==> config.mk <==
export PLATFORM = sky130hd
export DESIGN_NAME = hint_scheduler
export DESIGN_NICKNAME = d
export VERILOG_FILES = /design/src/rtl/hint_sched_pkg.sv /design/src/rtl/hint_fifo.sv /design/src/rtl/hint_scheduler.sv
export SDC_FILE = /design/constraint.sdc
export NUM_CORES = 1
export LEC_CHECK = 0
export ABC_AREA = 1
export BUFFER_PORTS_ARGS = -buffer_cell sky130_fd_sc_hd__buf_4
export CORE_ASPECT_RATIO = 1.25
export CORE_UTILIZATION = 45
export CTS_CLUSTER_DIAMETER = 120
export CTS_CLUSTER_SIZE = 20
export DETAILED_ROUTE_END_ITERATION = 12
export PLACE_DENSITY_LB_ADDON = 0.1
export SETUP_SLACK_MARGIN = 0.3
export SKIP_LAST_GASP = 1
export SLEW_MARGIN = 10
export SYNTH_ARGS = -nofsm -noshare
export SYNTH_HDL_FRONTEND = slang
export SYNTH_HIERARCHICAL = 1
export SYNTH_SLANG_ARGS = --single-unit
==> constraint.sdc <==
create_clock -name clk -period 14.92 [get_ports clk]
set_clock_uncertainty 0.1 [all_clocks]
set_input_delay 0.746 -clock clk [delete_from_list [all_inputs] [get_ports clk]]
set_output_delay 0.746 -clock clk [all_outputs]
set_load 0.05 [all_outputs]
==> src/rtl/hint_sched_pkg.sv <==
// Shared types for hint_scheduler: FSM encoding, hint record and the unused-slot value.
// Optional ordering checks are enabled by defining HINT_SCHED_CHECK_EN.
package hint_sched_pkg;

    localparam int unsigned HINT_AW = 32;
    localparam int unsigned HINT_DW = 32;

    typedef enum logic [1:0] {
        ST_IDLE    = 2'd0,
        ST_WAIT    = 2'd1,
        ST_PRESENT = 2'd2,
        ST_ERR     = 2'd3
    } state_e;

    typedef struct packed {
        logic               is_write;
        logic [HINT_AW-1:0] address;
        logic [HINT_DW-1:0] data;
    } hint_t;

    localparam int unsigned HINT_W = $bits(hint_t);

    // Unused slots look like writes so a read-matching decoder never hits them.
    localparam hint_t HINT_UNUSED = '{is_write: 1'b1, address: '0, data: '0};

    // A request for three hints is served as two.
    function automatic logic [1:0] clamp_need(input logic [1:0] need);
        return (need == 2'd3) ? 2'd2 : need;
    endfunction

endpackage

==> src/rtl/hint_fifo.sv <==
// Circular hint buffer: single push, pop of 0-2 entries, head and head+1 read ports.
module hint_fifo #(
    parameter int unsigned DEPTH = 4,
    parameter int unsigned W     = 8
) (
    input  logic                     clk,
    input  logic                     rst_n,
    input  logic                     push,
    input  logic [W-1:0]             wdata,
    input  logic [1:0]               pop_cnt,
    output logic [W-1:0]             head_c,
    output logic [W-1:0]             head1_c,
    output logic [$clog2(DEPTH):0]   count,
    output logic [$clog2(DEPTH):0]   count_nxt_c
);

    localparam int unsigned PW = $clog2(DEPTH);
    localparam int unsigned CW = PW + 1;

    logic [W-1:0]  mem_q [DEPTH];
    logic [W-1:0]  mem_d [DEPTH];
    logic [PW-1:0] wr_ptr_q, wr_ptr_d;
    logic [PW-1:0] rd_ptr_q, rd_ptr_d;
    logic [CW-1:0] count_q, count_d;

    // Pointers wrap naturally because DEPTH is a power of two.
    always_comb begin
        mem_d    = mem_q;
        wr_ptr_d = wr_ptr_q + PW'(push);
        rd_ptr_d = rd_ptr_q + PW'(pop_cnt);
        count_d  = count_q + CW'(push) - CW'(pop_cnt);
        if (push) begin
            mem_d[wr_ptr_q] = wdata;
        end
    end

    always_ff @(posedge clk) begin
        mem_q <= mem_d;
    end

    always_ff @(posedge clk or negedge rst_n) begin
        if (!rst_n) begin
            wr_ptr_q <= '0;
            rd_ptr_q <= '0;
            count_q  <= '0;
        end else begin
            wr_ptr_q <= wr_ptr_d;
            rd_ptr_q <= rd_ptr_d;
            count_q  <= count_d;
        end
    end

    assign head_c      = mem_q[rd_ptr_q];
    assign head1_c     = mem_q[rd_ptr_q + PW'(1)];
    assign count       = count_q;
    assign count_nxt_c = count_d;

endmodule

==> src/rtl/hint_scheduler.sv <==
// Hands each instruction step exactly the hints it needs, via request/present/retire.
// Define HINT_SCHED_CHECK_EN to add the sticky ordering/request error state.
module hint_scheduler
    import hint_sched_pkg::*;
#(
    parameter int unsigned DEPTH = 4,
    parameter int unsigned AW    = 32,
    parameter int unsigned DW    = 32
) (
    input  logic                   clk,
    input  logic                   rst_n,
    input  logic                   in_valid,
    output logic                   in_ready,
    input  logic                   in_is_write,
    input  logic [AW-1:0]          in_address,
    input  logic [DW-1:0]          in_data,
    input  logic                   step_valid,
    input  logic [1:0]             step_need,
    output logic                   step_ready,
    output logic                   hints_valid,
    output logic                   step_done,
    output logic                   hint1_is_write,
    output logic [AW-1:0]          hint1_address,
    output logic [DW-1:0]          hint1_data,
    output logic                   hint2_is_write,
    output logic [AW-1:0]          hint2_address,
    output logic [DW-1:0]          hint2_data,
    output logic [$clog2(DEPTH):0] fifo_count,
    output logic                   hint_err
);

    localparam int unsigned CW = $clog2(DEPTH) + 1;

    if (AW != HINT_AW || DW != HINT_DW) begin : g_bad_width
        $error("hint_scheduler: AW/DW must match the hint_sched_pkg record widths");
    end

    state_e        state_q, state_d;
    logic [1:0]    need_q, need_d;
    hint_t         hint1_q, hint1_d;
    hint_t         hint2_q, hint2_d;
    logic          hints_valid_q, hints_valid_d;
    logic          step_ready_q, step_ready_d;
    logic          in_ready_q, in_ready_d;
    logic          present_d;
    logic [1:0]    pop_cnt;
    logic          push;
    hint_t         wdata, head, head1, slot1, slot2;
    logic [CW-1:0] count, count_nxt;

`ifdef HINT_SCHED_CHECK_EN
    logic need3_q, need3_d;
    logic err_q, err_d;
    logic order_bad;
`endif

    assign push  = in_valid & in_ready_q;
    assign wdata = '{is_write: in_is_write, address: in_address, data: in_data};

    hint_fifo #(
        .DEPTH (DEPTH),
        .W     (HINT_W)
    ) u_fifo (
        .clk         (clk),
        .rst_n       (rst_n),
        .push        (push),
        .wdata       (wdata),
        .pop_cnt     (pop_cnt),
        .head_c      (head),
        .head1_c     (head1),
        .count       (count),
        .count_nxt_c (count_nxt)
    );

    // Slot candidates for the current request; unused slots are write/zero.
    always_comb begin
        slot1 = HINT_UNUSED;
        slot2 = HINT_UNUSED;
        if (need_q != 2'd0) begin
            slot1 = head;
        end
        if (need_q == 2'd2) begin
            slot2 = head1;
        end
    end

`ifdef HINT_SCHED_CHECK_EN
    assign order_bad = (need_q == 2'd2) && head.is_write && !head1.is_write;
`endif

    always_comb begin
        state_d   = state_q;
        need_d    = need_q;
        hint1_d   = hint1_q;
        hint2_d   = hint2_q;
        pop_cnt   = 2'd0;
        present_d = 1'b0;
`ifdef HINT_SCHED_CHECK_EN
        need3_d   = need3_q;
        err_d     = err_q;
`endif
        case (state_q)
            ST_IDLE: begin
                if (step_valid) begin
                    need_d  = clamp_need(step_need);
                    state_d = ST_WAIT;
`ifdef HINT_SCHED_CHECK_EN
                    need3_d = (step_need == 2'd3);
`endif
                end
            end
            ST_WAIT: begin
                if (count >= CW'(need_q)) begin
`ifdef HINT_SCHED_CHECK_EN
                    if (need3_q || order_bad) begin
                        state_d = ST_ERR;
                        err_d   = 1'b1;
                    end else begin
`else
                    begin
`endif
                        hint1_d   = slot1;
                        hint2_d   = slot2;
                        present_d = 1'b1;
                        state_d   = ST_PRESENT;
                    end
                end
            end
            ST_PRESENT: begin
                pop_cnt = need_q;
                state_d = ST_IDLE;
            end
            ST_ERR: begin
`ifndef HINT_SCHED_CHECK_EN
                state_d = ST_IDLE;
`endif
            end
            default: state_d = ST_IDLE;
        endcase
        hints_valid_d = present_d;
        step_ready_d  = (state_d == ST_IDLE);
        in_ready_d    = (count_nxt < CW'(DEPTH));
    end

    always_ff @(posedge clk or negedge rst_n) begin
        if (!rst_n) begin
            state_q       <= ST_IDLE;
            need_q        <= 2'd0;
            hint1_q       <= HINT_UNUSED;
            hint2_q       <= HINT_UNUSED;
            hints_valid_q <= 1'b0;
            step_ready_q  <= 1'b1;
            in_ready_q    <= 1'b1;
        end else begin
            state_q       <= state_d;
            need_q        <= need_d;
            hint1_q       <= hint1_d;
            hint2_q       <= hint2_d;
            hints_valid_q <= hints_valid_d;
            step_ready_q  <= step_ready_d;
            in_ready_q    <= in_ready_d;
        end
    end

`ifdef HINT_SCHED_CHECK_EN
    always_ff @(posedge clk or negedge rst_n) begin
        if (!rst_n) begin
            need3_q <= 1'b0;
            err_q   <= 1'b0;
        end else begin
            need3_q <= need3_d;
            err_q   <= err_d;
        end
    end
    assign hint_err = err_q;
`else
    assign hint_err = 1'b0;
`endif

    assign in_ready       = in_ready_q;
    assign step_ready     = step_ready_q;
    assign hints_valid    = hints_valid_q;
    assign step_done      = hints_valid_q;
    assign hint1_is_write = hint1_q.is_write;
    assign hint1_address  = hint1_q.address;
    assign hint1_data     = hint1_q.data;
    assign hint2_is_write = hint2_q.is_write;
    assign hint2_address  = hint2_q.address;
    assign hint2_data     = hint2_q.data;
    assign fifo_count     = count;

endmodule
==> results.sh, run 1 <==
export IMPL_row_count=86
export IMPL_drt_total_wl_um=52600
export IMPL_cp_slowest_cell="nand2_4"
export IMPL_coreArea_sq_um=44200
export IMPL_syn_to_final_growth_pct=12.1
export IMPL_post_cts_repair_setup_buffers=0
export IMPL_status="complete, no violations"
export IMPL_insertion_delay_ns=0.55
export IMPL_crit_chain="inv_8 > nand2_4 > nand2_4 > nand2_1 > nand2_1 > inv_1 > nor2_1 > nand3_1 > nand2_1"
export IMPL_cts_sinks=404
export IMPL_clk_path_buf_depth=3
export IMPL_endpoint_kind="flip-flop"
export IMPL_fill_cells=4172
export IMPL_die_x_um=192
export IMPL_ys_ff_latch=404
export IMPL_worst_slew_pin_slew_ns=1.24
export IMPL_drv_slew=0
export IMPL_grt_first_pass_wirelength_um=83500
export IMPL_ant_nets=0
export IMPL_synthArstFlopShare=0.356
export IMPL_fp_dieH_um=239
export IMPL_rsz0062_at_grt="no"
export IMPL_grt_pass1_vias=15800
export IMPL_synth_distinct_cells=24
export IMPL_syn_inst=2567
export IMPL_grt_usage=0.235
export IMPL_path_clk_slew_ns=0.09
export IMPL_dieArea_sq_um=45800
export IMPL_drtIter0Drc=1003
export IMPL_hold_buffers=0
export IMPL_synth_yosys_seq_area_share=0.565
export IMPL_holdCritPathClass="in -> async"
export IMPL_dp_hpwl_um=29900
export IMPL_crit_path_frequent_cell="nand2_1"
export IMPL_drt_pass1_iter_count=4
export IMPL_nNetsFinal=2758
export IMPL_setup_viol=0
export IMPL_antenna_found_initial=1
export IMPL_grt_ovfl_total=0
export IMPL_htree_levels=1
export IMPL_ys_warnings_count=6
export IMPL_period_minus_slack_ns=4.20
export IMPL_path_class="reg -> reg"
export IMPL_synthFlopType="edfxtp_1"
export IMPL_place_congestion=0.745
export IMPL_finalNonFillerCells=3269
export IMPL_startpoint_type="flip-flop"
export IMPL_hold_viol=0
export IMPL_relSlewSlack=0.170
export IMPL_drive_gt1_frac=0.101
export IMPL_yosys_area_top_type="edfxtp_1"
export IMPL_crit_arrival_ns=4.60
export IMPL_synth_top_area_frac=0.386
export IMPL_cts_repair_resized=0
export IMPL_grt_max_degree=143
export IMPL_placedInstanceArea_sq_um=21900
export IMPL_fmax_mhz=238
export IMPL_slowest_delay_ns=1.09
export IMPL_setup_tns_ns=0
export IMPL_pin_count=209
export IMPL_critPathRequiredTime_ns=15.31
export IMPL_synth_nets=2646
export IMPL_tritoncts_num_buffers=24
export IMPL_power_leakage_nw=12.2
export IMPL_synth_edf_count=260
export IMPL_power_density_nw_per_um2=225
export IMPL_max_cap_viol_count=0
export IMPL_port_buffers=207
export IMPL_syn_area_sq_um=20200
export IMPL_seqCellArea_sq_um=11400
export IMPL_cp_max_fo=142
export IMPL_start_util=0.457
export IMPL_finalCritPeriodShare=0.282
export IMPL_wire_per_inst_um=16.1
export IMPL_cts_root_buf="clkbuf_16"
export IMPL_vias=15900
export IMPL_drc=0
export IMPL_synth_area_leaders="edfxtp_1, nand2_1, dfrtp_1, inv_1, nand3_1"
export IMPL_design_area_sq_um=22700
export IMPL_ir_drop_mv=0.173
export IMPL_avgViaCountPerCell=4.87
export IMPL_fin_util=0.512
export IMPL_multi_input_area_sq_um=6540
export IMPL_cts_tree="yes"
export IMPL_syn_avg_cell_area_sq_um=7.87
export IMPL_rr_worst_depth=9
export IMPL_dp_cells=3225
==> placed cells by master (no fill, tap or decap), types with 2 or more instances in the layout <==
cell | Yosys | final
buf_4 | 16 | 226
clkbuf_1 | 25 | 17
clkbuf_16 | 0 | 25
dfrtp_1 | 140 | 138
dfrtp_4 | 0 | 2
dfstp_2 | 4 | 4
edfxtp_1 | 260 | 260
ha_1 | 7 | 7
inv_1 | 412 | 412
nand2_1 | 1187 | 1185
nand2_4 | 0 | 5
nand3_1 | 263 | 263
nor2_1 | 131 | 131
nor2_4 | 2 | 2
nor3_1 | 6 | 2
nor3_2 | 0 | 4
o21ai_0 | 2 | 2
==> worst max-delay path, delay by kind of cell (launching register included) <==
family                 cells  cell delay (ns)
buffers and inverters      2             0.60
flip-flops                 1             0.70
AND/OR/NAND/NOR            7             2.52
==> power by group <==
group	internal (W)	switching, W
clock network	0.000318	0.000366
registers	0.00149	0.000172
logic	0.000738	0.00201
total	0.00254	0.00255
==> stage by stage <==
step	hold slack, ns	setup slack [ns]	total power [W]
3_3_place_gp	0.355	10.84	0.00442
2_1_floorplan	0.350	8.84	0.00370
5_1_grt	0.219	10.46	0.00550
6_report	0.167	10.72	0.00509
3_5_place_dp	0.360	10.78	0.00445
4_1_cts	0.199	10.71	0.00514
==> synth_stat cells (2+ instances only) <==
cell type,instances
nand2_1,1187
nor2_4,2
dfrtp_1,140
clkbuf_1,25
buf_4,16
buf_2,88
nor3_1,6
inv_2,3
nand3_1,263
dfstp_2,4
buf_6,7
o21ai_0,2
nand2_2,3
nor2_1,131
buf_1,5
edfxtp_1,260
inv_1,412
ha_1,7
==> state kept, by name, summed over array words and instances, names as in the netlist, 2 cells and up <==
| name | count |
|---|---|
| u_fifo/wr_ptr_q | 2 |
| hint1_address | 32 |
| u_fifo/mem_q | 260 |
| u_fifo/rd_ptr_q | 2 |
| hint2_address | 32 |
| u_fifo/count | 3 |
| hint2_data | 32 |
| state_q | 2 |
| need_q | 2 |
| hint1_data | 32 |
==> per-layer routing <==
metal,track usage,routed length (um),up-vias
li1,-,-,7957
met1,0.292,22500,7555
met2,0.421,26400,355
met3,0.0291,2560,64
met4,0.0702,1170,0
met5,0,0,-
==> cells by family (layout without fill, tap and decap cells) <==
kind of cell	after synthesis	in the layout	share of synthesized area
compound gates	4	4	0.00111
flops	404	404	0.565
simple gates	1593	1593	0.314
fa+ha+maj	8	8	0.00532
other cells	1	2	0.000186
buf+inv	556	685	0.114
xor+xnor	1	1	0.000433
==> path summary, 6_finish.rpt <==
kind	startpoint	endpoint	slack, ns
setup / recovery	u_fifo/rd_ptr_q[0]	hint2_data[2]	10.72
hold / removal	rst_n	hint2_data[30]	0.17
setup reg to reg	u_fifo/rd_ptr_q[0]	hint2_data[2]	10.72
hold reg to reg	hint1_data[24]	hint1_data[24]	0.37
max in group asynchronous	rst_n	hint1_address[26]	13.17
min in group clk	in_data[14]	u_fifo/mem_q[144]	0.28
==> layout make-up <==
type | instances | area share
antenna | 1 | 0.000110
tap | 572 | 0.0316
clock buffer | 42 | 0.0304
clock inverter | 1 | 0.000718
sequential | 404 | 0.504
inverter | 415 | 0.0692
multi-input combinational | 1607 | 0.288
timing repair buffer | 227 | 0.0754
(Power assumes the default switching activity.)
==> run 2: changes to the inputs <==
==> constraint.sdc (replaced) <==
create_clock -name clk -period 3.4 [get_ports clk]
set_clock_uncertainty 0.1 [all_clocks]
set_input_delay 0.17 -clock clk [delete_from_list [all_inputs] [get_ports clk]]
set_output_delay 0.17 -clock clk [all_outputs]
set_load 0.05 [all_outputs]
==> results.sh, run 2 (same netlist as run 1, synthesis figures left out) <==
export IMPL_status="complete, no violations"
export IMPL_reg2reg_slack_ns=0.72
export IMPL_drt_total_wl_um=51500
export IMPL_nNetsFinal=2838
export IMPL_grt_usage=0.229
export IMPL_rsz0062_at_grt="no"
export IMPL_setup_tns_ns=0
export IMPL_cts_root_buf="clkbuf_16"
export IMPL_finalCritPeriodShare=0.788
export IMPL_seqCellArea_sq_um=11400
export IMPL_fin_ws_ns=0.722
export IMPL_power_density_nw_per_um2=956
export IMPL_cp_max_fo=132
export IMPL_p_total_w=0.0225
export IMPL_avgViaCountPerCell=4.88
export IMPL_crit_arrival_ns=3.08
export IMPL_dp_hpwl_um=29900
export IMPL_grt_max_degree=145
export IMPL_pin_count=209
export IMPL_endpoint_kind="flip-flop"
export IMPL_mostFrequentLayoutCell="nand2_1"
export IMPL_hold_viol=0
export IMPL_clk_path_buf_depth=3
export IMPL_grt_use_met1=0.296
export IMPL_post_cts_repair_setup_buffers=0
export IMPL_antenna_found_initial=1
export IMPL_hold_buffers=74
export IMPL_layout_common_cells="nand2_1, inv_1, nand3_1"
export IMPL_startpoint_type="flip-flop"
export IMPL_place_congestion=0.768
export IMPL_dieArea_sq_um=45800
export IMPL_htree_levels=1
export IMPL_holdCritPathClass="in -> async"
export IMPL_power_leakage_nw=12.6
export IMPL_dp_cells=3231
export IMPL_row_count=86
export IMPL_max_flop_register="u_fifo/mem_q"
export IMPL_fill_cells=4149
export IMPL_drt_pass1_iter_count=5
export IMPL_ir_drop_mv=0.761
export IMPL_grt_pass1_vias=15900
export IMPL_setup_viol=0
export IMPL_period_minus_slack_ns=2.68
export IMPL_path_class="reg -> reg"
export IMPL_fp_dieH_um=239
export IMPL_rr_worst_depth=7
export IMPL_worst_slew_pin_slew_ns=1.08
export IMPL_cts_repair_resized=0
export IMPL_r2r_end="hint2_address[9]"
export IMPL_die_x_um=192
export IMPL_vias=16400
export IMPL_start_util=0.457
export IMPL_ant_nets=0
export IMPL_finalNonFillerCells=3350
export IMPL_fmax_mhz=373
export IMPL_drv_slew=0
export IMPL_cts_sinks=404
export IMPL_use_met3=0.0279
export IMPL_drc=0
export IMPL_syn_to_final_growth_pct=16.6
export IMPL_wire_per_inst_um=15.4
export IMPL_critPathRequiredTime_ns=3.80
export IMPL_cts_tree="yes"
export IMPL_use_met2=0.402
export IMPL_relSlewSlack=0.280
export IMPL_path_clk_slew_ns=0.09
export IMPL_fin_util=0.533
export IMPL_tritoncts_num_buffers=24
export IMPL_coreArea_sq_um=44200
export IMPL_busiest_layer="met2"
export IMPL_drtIter0Drc=844
export IMPL_insertion_delay_ns=0.57
export IMPL_grt_ovfl_total=0
export IMPL_largest_reg_flops=260
export IMPL_rr_startpoint="need_q[1]"
export IMPL_max_cap_viol_count=0
export IMPL_drive_gt1_frac=0.101
export IMPL_cp_startpoint="need_q[1]"
export IMPL_grt_first_pass_wirelength_um=82700
export IMPL_dp_slack_ns=0.751
export IMPL_port_buffers=207
export IMPL_multi_input_area_sq_um=6580
export IMPL_endpoint="hint2_address[9]"
==> run 2: cell types whose count changed in the layout (fill, tap and decap cells not counted), sizes merged <==
cell,change
dlygate4sd3,+74
buf,+6
clkbuf,+1
==> run 2: routing by layer <==
metal  share of wire  vias up
li1                -     8116
met1            0.43     7747
met2            0.50      411
met3           0.050       78
met4           0.019        2
met5         0.00025        -
==> run 2: worst min path at each step <==
stage | from | end | slack (ns)
floorplan | rst_n | hint1_address[0] | -0.23
global placement | rst_n | hint2_data[28] | 0.12
detailed placement | rst_n | hint2_data[29] | 0.13
CTS | rst_n | hint1_data[23] | 0.09
global route | rst_n | hint1_data[23] | 0.12
finish | rst_n | hint1_data[23] | 0.09
==> run 2: stage by stage <==
stage,cell area (sq um),hold WS [ns]
after floorplan,20300,-0.226
after global placement,22100,0.122
after detailed placement,22100,0.131
after CTS,23600,0.0895
after global routing,23600,0.121
final,23600,0.0868
==> run 2: worst max-delay path: stages (launching register included) <==
cell	delay [ns]
dfrtp_1	0.50
inv_1	0.12
ha_1	0.19
nor2_1	0.28
nand2_8	0.35
nand2_8	0.76
nand2_1	0.12
nand2_1	0.10
==> run 2: layout make-up <==
class,count,share of cell area
inverters,415,0.0665
clock buffers,43,0.0294
well taps,572,0.0304
flip-flops and latches,404,0.485
clock inverters,1,0.000690
multi-input cells,1607,0.279
diodes,1,0.000106
repair buffers,307,0.109
==> run 2: report_power, final <==
group / total (W) / internal, W / switching [W]
clock network: 0.00301 / 0.00140 / 0.00161
logic: 0.0123 / 0.00341 / 0.00890
registers: 0.00721 / 0.00652 / 0.000689
